==> src/rtl/logic_bist_pkg.sv <==
// Shared types and MISR step function for the exhaustive-pattern logic BIST controller.
package logic_bist_pkg;

  typedef enum logic [1:0] {IDLE, SETTLE, SAMPLE, DONE} bist_state_t;

  localparam logic [15:0] DEF_POLY   = 16'h1021;
  localparam logic [15:0] DEF_SEED   = 16'h0000;
  localparam int          MISR_MAX_W = 32;

  // Width-generic MISR step: callers zero-extend into 32 bits and truncate the result.
  function automatic logic [31:0] misr_next(input logic [31:0] sig,
                                            input logic [31:0] poly,
                                            input logic [31:0] din,
                                            input int          sig_w);
    logic [31:0] mask;
    logic [31:0] fb;
    mask = (sig_w >= MISR_MAX_W) ? 32'hFFFF_FFFF : ((32'd1 << sig_w) - 32'd1);
    fb   = (|(sig & (32'd1 << (sig_w - 1)))) ? poly : 32'd0;
    return ((sig << 1) ^ fb ^ din) & mask;
  endfunction

endpackage

==> src/rtl/bist_misr.sv <==
// Multiple-input signature register; clear loads SEED, en folds din into the signature.
module bist_misr
  import logic_bist_pkg::*;
#(
  parameter int               SIG_W = 16,
  parameter int               N_OUT = 1,
  parameter logic [SIG_W-1:0] POLY  = SIG_W'(DEF_POLY),
  parameter logic [SIG_W-1:0] SEED  = SIG_W'(DEF_SEED)
) (
  input  logic             clk,
  input  logic             rst,
  input  logic             clear,
  input  logic             en,
  input  logic [N_OUT-1:0] din,
  output logic [SIG_W-1:0] sig
);

  logic [SIG_W-1:0] sig_q;
  logic [SIG_W-1:0] sig_d;

  assign sig_d = SIG_W'(misr_next(32'(sig_q), 32'(POLY), 32'(din), SIG_W));

  always_ff @(posedge clk) begin
    if (rst) begin
      sig_q <= SEED;
    end else if (clear) begin
      sig_q <= SEED;
    end else if (en) begin
      sig_q <= sig_d;
    end
  end

  assign sig = sig_q;

endmodule

==> src/rtl/logic_bist_ctrl.sv <==
// Exhaustive-vector logic BIST controller: walks all 2^N_IN inputs, settles, compresses outputs.
// Optional golden-signature compare enabled by BIST_GOLDEN_EN.
//
// state  | meaning
// IDLE   | waiting for start, outputs hold
// SETTLE | vector applied, counting SETTLE_CYC cycles of settle time
// SAMPLE | one cycle: DUT response folded into the MISR
// DONE   | one cycle: done pulse, start here restarts immediately
module logic_bist_ctrl
  import logic_bist_pkg::*;
#(
  parameter int               N_IN       = 6,
  parameter int               N_OUT      = 1,
  parameter int               SETTLE_CYC = 3,
  parameter int               SIG_W      = 16,
  parameter logic [SIG_W-1:0] POLY       = SIG_W'(DEF_POLY),
  parameter logic [SIG_W-1:0] SEED       = SIG_W'(DEF_SEED)
) (
  input  logic             clk,
  input  logic             rst,
  input  logic             start,
  input  logic             abort,
  output logic [N_IN-1:0]  dut_in,
  input  logic [N_OUT-1:0] dut_out,
  output logic             busy,
  output logic             done,
  output logic [N_IN-1:0]  vec_cnt,
  output logic [SIG_W-1:0] signature
`ifdef BIST_GOLDEN_EN
  ,
  input  logic [SIG_W-1:0] golden_sig,
  output logic             pass
`endif
);

  localparam logic [N_IN-1:0] VEC_LAST    = '1;
  localparam logic [7:0]      SETTLE_LAST = (SETTLE_CYC == 0) ? 8'd0 : 8'(SETTLE_CYC - 1);
  localparam bist_state_t     RUN_ENTRY   = (SETTLE_CYC == 0) ? SAMPLE : SETTLE;

  bist_state_t     state_q;
  logic [N_IN-1:0] vec_q;
  logic [7:0]      settle_q;
  logic            busy_q;
  logic            done_q;
  logic            launch;
  logic            misr_en;

  // abort wins over start in every state, and suppresses a sample in flight
  assign launch  = ((state_q == IDLE) || (state_q == DONE)) && start && !abort;
  assign misr_en = (state_q == SAMPLE) && !abort;

  always_ff @(posedge clk) begin
    if (rst) begin
      state_q  <= IDLE;
      vec_q    <= '0;
      settle_q <= '0;
      busy_q   <= 1'b0;
      done_q   <= 1'b0;
    end else begin
      done_q <= 1'b0;
      case (state_q)
        IDLE, DONE: begin
          if (launch) begin
            state_q  <= RUN_ENTRY;
            vec_q    <= '0;
            settle_q <= '0;
            busy_q   <= 1'b1;
          end else begin
            state_q <= IDLE;
            busy_q  <= 1'b0;
          end
        end
        SETTLE: begin
          if (abort) begin
            state_q <= IDLE;
            busy_q  <= 1'b0;
          end else if (settle_q == SETTLE_LAST) begin
            state_q <= SAMPLE;
          end else begin
            settle_q <= settle_q + 8'd1;
          end
        end
        SAMPLE: begin
          if (abort) begin
            state_q <= IDLE;
            busy_q  <= 1'b0;
          end else if (vec_q == VEC_LAST) begin
            state_q <= DONE;
            busy_q  <= 1'b0;
            done_q  <= 1'b1;
          end else begin
            state_q  <= RUN_ENTRY;
            vec_q    <= vec_q + 1'b1;
            settle_q <= '0;
          end
        end
        default: begin
          state_q <= IDLE;
          busy_q  <= 1'b0;
        end
      endcase
    end
  end

  bist_misr #(
    .SIG_W (SIG_W),
    .N_OUT (N_OUT),
    .POLY  (POLY),
    .SEED  (SEED)
  ) u_misr (
    .clk   (clk),
    .rst   (rst),
    .clear (launch),
    .en    (misr_en),
    .din   (dut_out),
    .sig   (signature)
  );

`ifdef BIST_GOLDEN_EN
  logic pass_q;

  // the signature is final during DONE, so the compare lands one cycle later
  always_ff @(posedge clk) begin
    if (rst) begin
      pass_q <= 1'b0;
    end else if (launch) begin
      pass_q <= 1'b0;
    end else if (state_q == DONE) begin
      pass_q <= (signature == golden_sig);
    end
  end

  assign pass = pass_q;
`endif

  assign dut_in  = vec_q;
  assign vec_cnt = vec_q;
  assign busy    = busy_q;
  assign done    = done_q;

endmodule

==> config.mk <==
export PLATFORM = sky130hd
export DESIGN_NAME = logic_bist_ctrl
export DESIGN_NICKNAME = d
export VERILOG_FILES = /design/src/rtl/logic_bist_pkg.sv /design/src/rtl/bist_misr.sv /design/src/rtl/logic_bist_ctrl.sv
export SDC_FILE = /design/constraint.sdc
export NUM_CORES = 1
export LEC_CHECK = 0
export ABC_AREA = 1
export ABC_CLOCK_PERIOD_IN_PS = 1550
export BUFFER_PORTS_ARGS = -buffer_cell sky130_fd_sc_hd__buf_2
export CAP_MARGIN = 5
export CORE_ASPECT_RATIO = 2
export CORE_MARGIN = 5
export CORE_UTILIZATION = 45
export DETAILED_ROUTE_END_ITERATION = 16
export PLACE_DENSITY = 0.69
export SKIP_LAST_GASP = 1
export SYNTH_ARGS = -nofsm -noshare
export SYNTH_HDL_FRONTEND = slang
export SYNTH_HIERARCHICAL = 1
export SYNTH_SLANG_ARGS = --single-unit
==> constraint.sdc <==
create_clock -name clk -period 1.55 [get_ports clk]
set_clock_uncertainty 0.05 [all_clocks]
set_input_delay 0.31 -clock clk [delete_from_list [all_inputs] [get_ports clk]]
set_output_delay 0.31 -clock clk [all_outputs]
set_load 0.05 [all_outputs]
==> flow_summary_export.csv, run 1 <==
group,metric,value,unit
pwr,p_comb_share,17.8,%
clocking,clkTransAtPathRegs,0.07,ns
sta,hold_violations,0,
min_path,min_path_type,"input pin to register",
final_layout,design_area,2385,um^2
place,dpl_cell_area,2097,um^2
sta,finalSetupViolCount,12,
job,cap_violations,0,
final_layout,syn2layout_area_growth,23.21,%
die,start_util,46.88,%
yosys,synth_seq_area_share,35.16,%
die,coreArea,4129,um^2
pwr,switching_power,523.7,uW
place,place_congestion,0.8131,
setup_path,worstSetupEndpointType,"register",
global_routing,grt_pass1_vias,1757,
yosys,synth_nets,291,
pwr,seqPwrFrac,49.2,%
clocking,cts_sinks,34,
yosys,synth_top_area_share,35.16,%
die,die_h,102.8,um
sta,min_period,1.584,ns
final_layout,fillers,418,
route,drc,0,
die,die_w,56.38,um
pwr,power_density,769.1,nW/um^2
sta,slew_headroom,74.07,%
yosys,synth_area_leader_cell,"dfxtp_1",
setup_path,start_kind,"register",
final_layout,antenna_cells,0,
setup_path,crit_type,"register to register",
global_routing,grt_max_degree,20,
outcome,violations,"negative setup slack",
route,wl_per_cell,12.26,um
place,hpwl,3210,um
yosys,netlist_instances,281,
yosys,ys_ff_latch,34,
pwr,swShare,28.55,%
pwr,p_leak,0.001041,uW
setup_path,cp.arrival,1.74,ns
sta,fin_crit_sh,102.2,%
clocking,cts_inserted_buffers,5,
route,drtAntennaViolNets,0,
pwr,peakVddDrop,711.8,uV
die,die-area,5793,um^2
place,post-place-ws,-0.1106,ns
global_routing,grt_antenna_before_repair,0,
sta,layout_setup_ws,-0.03404,ns
yosys,synth_area_per_cell,6.888,um^2
yosys,asyncSetResetFlopFracSynth,0,%
final_layout,final_nets,331,
yosys,synth_area_leaders,"dfxtp_1 (35%), nand2_1 (15%), buf_4 (7.8%)",
sta,slew_violations,0,
die,num_rows,33,
yosys,syn_area,1936,um^2
pwr,clock_power_share,33.1,%
sta,rsz0062_at_grt,"true",
outcome,status,"finished with violations",
clocking,h-tree-depth,2,
route,num_vias,1864,
route,drtIter0Drc,31,
clocking,cts.path.max_buffers,2,
route,dr.pass1.iters,5,
clocking,clockRootBuffer,"clkbuf_8",
global_routing,grt_pass1_wl,7383,um
route,vias_per_cell,4.997,
sta,max_freq,0.6313,GHz
clocking,cts_tree,"done",
final_layout,post_route_cells_drive_above_1_share,34.89,%
yosys,synth_warnings,6,
yosys,synth_edf_count,0,
global_routing,overflow,0,
yosys,synth.distinct_cells,27,
route,routed_wl,4574,um
yosys,synthFlopType,"dfxtp_1",
clocking,clk_latency,0.28,ns
sta,tightestPinTransition,0.3886,ns
place,portBuffers,34,
setup_path,critPathMaxFanout,8,
pwr,p_int,1311,uW
global_routing,track_usage,16.09,%
die,pin_count,35,
setup_path,worstPathRequired,1.71,ns
==> per-layer routing <==
metal	GRT usage (%)	up-vias	routed length, um	share of wire, %
met5	0	-	0	0
met4	8.410	0	108	2.4
met3	4.010	8	220	4.8
met2	31.11	53	2605	57
met1	15.32	858	1640	36
li1	-	945	-	-
==> cell usage in the layout, fill, tap and decap left out, types with 2 or more instances in the layout <==
cell and instances:
a21oi_1 14, o21ai_0 3, buf_12 2, o21ai_1 2
dfxtp_2 6, a21oi_2 13, nand2_1 75, clkinv_2 2
nor2_4 2, clkbuf_8 5, nand2_4 2, inv_1 28
nor2_1 29, nand4_1 4, ha_1 3, inv_6 2
nand3_2 2, nand2_2 7, nor2_2 2, nand3_1 20
dfxtp_1 26, o21bai_1 2, buf_4 20, dfxtp_4 2
buf_2 34, nand2_8 2, inv_2 2
==> Yosys cell counts (4+ instances only) <==
cell,n
ha_1,5
nand4_1,4
o21ai_0,6
inv_1,31
dfxtp_1,34
a21oi_1,17
a21oi_2,10
nand2_2,6
buf_4,20
nand3_1,21
nor2_1,32
nand2_1,78
==> power by group through the flow <==
stage	registers, uW	logic (uW)	clock network, uW
2_1_floorplan	931	162	0
3_3_place_gp	916	223	0
3_5_place_dp	916	227	0
4_1_cts	897	244	632
5_1_grt	902	354	677
6_report	902	326	607
==> cell families after synthesis <==
kind of cell	Yosys count	share of synthesized area (%)
buffers and inverters	59	17.45
AOI/OAI and AO/OA	35	11.25
adders and majority gates	5	3.232
and+or+nand+nor	147	32.45
xor gates and xnor gates	1	0.4526
DFF	34	35.16
==> through the flow <==
| step | hold WS, ns | cells | power, uW | util (%) | TNS (ns) |
|---|---|---|---|---|---|
| floorplan | 0.3368 | 281 | 1092 | - | 0 |
| global placement | 0.4089 | 356 | 1140 | 50.79 | -0.1385 |
| detailed placement | 0.4220 | 356 | 1144 | 50.79 | -0.9018 |
| CTS | 0.1886 | 363 | 1773 | 53.67 | -0.001088 |
| global route | 0.2412 | 373 | 1933 | 57.76 | -1.049 |
| finish | 0.2150 | 373 | 1834 | 57.76 | -0.2004 |
==> worst paths after layout <==
| check | startpoint | end | slack (ns) | cells past startpoint |
|---|---|---|---|---|
| hold / removal | abort | done | 0.22 | 2 |
| setup / recovery | state_q[0] | dut_in[4] | -0.03 | 10 |
| hold reg to reg | u_misr/sig[13] | u_misr/sig[13] | 0.42 | 2 |
| setup reg to reg | state_q[0] | dut_in[4] | -0.03 | 10 |
==> final cells by class <==
class                   instances  area [um^2]  share of cell area, %
flip-flops and latches         34        695.7                  29.17
repair inverters                1        8.758                 0.3673
clock buffers                   5        68.82                  2.886
repair buffers                 57        371.6                  15.58
well taps                      52        65.06                  2.728
clock inverters                 2        10.01                 0.4197
inverters                      33        143.9                  6.034
multi-input cells             189         1021                  42.81
==> timing repair <==
action	in CTS	in global routing
cloned	0	2
buffers inserted	0	8
hold buffers	0	0
resized for setup	9	27
pin swaps	0	16
endpoints found under the setup margin	14	18
==> sequential cells by signal, indices dropped and copies added (netlist names) <==
| register | flops |
|---|---|
| dut_in | 6 |
| busy | 1 |
| u_misr/sig | 16 |
| done | 1 |
| settle_q | 8 |
| state_q | 2 |
==> critical path, cell delays in order (launching register included) <==
cell	delay, ns
dfxtp_2	0.35
inv_2	0.04
ha_4	0.28
inv_4	0.04
o21ai_2	0.16
nand2_2	0.09
nand2_4	0.10
clkinv_8	0.10
nand2_8	0.11
nand2_2	0.07
a21oi_2	0.12
Note: power is estimated with default switching activity, not from simulation.
==> run 2, diff against run 1 <==
--- a/config.mk
+++ b/config.mk
@@ -11,9 +11,9 @@
 export CAP_MARGIN = 5
 export CORE_ASPECT_RATIO = 2
 export CORE_MARGIN = 5
-export CORE_UTILIZATION = 45
+export CORE_UTILIZATION = 40
 export DETAILED_ROUTE_END_ITERATION = 16
-export PLACE_DENSITY = 0.69
+export PLACE_DENSITY = 0.63
 export SKIP_LAST_GASP = 1
 export SYNTH_ARGS = -nofsm -noshare
 export SYNTH_HDL_FRONTEND = slang
==> flow_summary_export.csv, run 2 (same netlist as run 1, synthesis figures left out) <==
group,metric,value,unit
final_layout,syn2layout_area_growth,18.75,%
sta,rsz0062_at_grt,"true",
place,hpwl,3110,um
final_layout,postLayoutCoreUtil,48.14,%
die,die-area,6415,um^2
clocking,clk_latency,0.29,ns
place,portBuffers,34,
route,vias_per_cell,4.774,
setup_path,critPathMaxFanout,15,
sta,tightestPinTransition,0.3769,ns
sta,finalSetupViolCount,0,
clocking,cts_inserted_buffers,5,
clocking,postCtsSetupBuffers,0,
clocking,cts_hold_buffers,0,
die,die_h,108.4,um
die,die_w,59.19,um
clocking,cts_sinks,34,
final_layout,final_common_cell,"nand2_1",
die,start_util,40.54,%
sta,setup_tns,0,ns
sta,min_period,1.499,ns
sta,max_freq,0.6673,GHz
clocking,clkTransAtPathRegs,0.07,ns
sta,fin_crit_sh,96.69,%
clocking,cts.path.max_buffers,2,
job,cap_violations,0,
final_layout,final_cell_mix,"nand2_1 (79), buf_2 (34), nor2_1 (30)",
global_routing,grt_pass1_wl,7348,um
pwr,peakVddDrop,742.7,uV
place,place_congestion,0.8341,
final_layout,final_nets,320,
global_routing,grt_max_degree,20,
sta,holdWs,0.2028,ns
setup_path,worstSetupEndpointType,"register",
outcome,status,"finished clean",
clocking,h-tree-depth,2,
route,wl_per_cell,11.35,um
die,coreArea,4775,um^2
clocking,cts_tree,"done",
route,drtIter0Drc,40,
global_routing,grt_pass1_vias,1740,
final_layout,antenna_cells,0,
pwr,power,2132,uW
route,dr.pass1.iters,4,
die,num_rows,36,
route,drc,0,
global_routing,grt_antenna_before_repair,0,
setup_path,start_kind,"register",
setup_path,worstPathRequired,1.68,ns
route,routed_wl,4176,um
die,pin_count,35,
sta,slew_headroom,74.85,%
sta,hold_violations,0,
setup_path,cp.arrival,1.63,ns
route,num_vias,1757,
global_routing,overflow,0,
global_routing,track_usage,14.33,%
pwr,p_leak,0.0009952,uW
sta,slew_violations,0,
clocking,clockRootBuffer,"clkbuf_8",
pwr,power_density,927.8,nW/um^2
route,drtAntennaViolNets,0,
final_layout,post_route_cells_drive_above_1_share,30.55,%
setup_path,crit_type,"register to register",
min_path,min_path_type,"input pin to register",
final_layout,largest_reg_flops,16,
-- run 2: cell count changes in the layout (fill, tap and decap cells not counted), sizes merged --
cell and delta:
buf -10, bufinv +2, clkinv -2
-- run 2: worst max-delay path, stage by stage (launching register included) --
cell and delay [ns]:
dfxtp_2 0.34, inv_2 0.04, ha_4 0.27, inv_4 0.05, o21ai_4 0.14, nand2_2 0.08, nand2_4 0.09, inv_8 0.07
nand2_8 0.06, inv_1 0.05, nor2_1 0.10, nor2_1 0.05
-- run 2: repair_timing --
| action | CTS | global route |
|---|---|---|
| gates cloned | 0 | 1 |
| hold endpoints to repair | 0 | 0 |
| pin swaps | 0 | 9 |
| setup endpoints to repair | 13 | 31 |
| gates resized for setup | 6 | 18 |
-- run 2: path summary, 6_finish.rpt --
path         slack [ns]        from  cells past startpoint          end
min                0.20       abort                      2         done
min reg2reg        0.42        busy                      2         busy
max                0.05  state_q[0]                     11  settle_q[6]
max reg2reg        0.05  state_q[0]                     11  settle_q[6]
-- run 2: metal layers --
layer	up-vias	GRT usage (%)	share of wire, %
met2	38	23.94	48
li1	919	-	-
met4	0	5.186	1.4
met1	794	17.52	46
met3	6	3.106	4.3
met5	-	0	0
-- run 2: power breakdown --
part	leakage, uW	internal (uW)	switching, uW	total, uW
clock network	0.0000683	644	334	978
logic	0.000648	84.8	172	256
registers	0.000279	885	12.9	898
total	0.000995	1610	519	2130
-- run 2: final cells by class --
class,instances,area [um^2]
repair buffers,47,271.5
inverters,33,133.9
clock inverters,3,68.82
multi-input cells,189,988.4
well taps,57,71.32
fillers,507,2476
clock buffers,5,68.82
flip-flops and latches,34,695.7
-- run 2: stage by stage --
stage / setup WS, ns / instances / area (um^2)
after floorplan: 0.02587 / 281 / 1948
after global placement: -0.03944 / 359 / 2076
after detailed placement: -0.08446 / 359 / 2076
after CTS: 0.002217 / 367 / 2235
after global routing: -0.03856 / 368 / 2298
final: 0.05137 / 368 / 2298
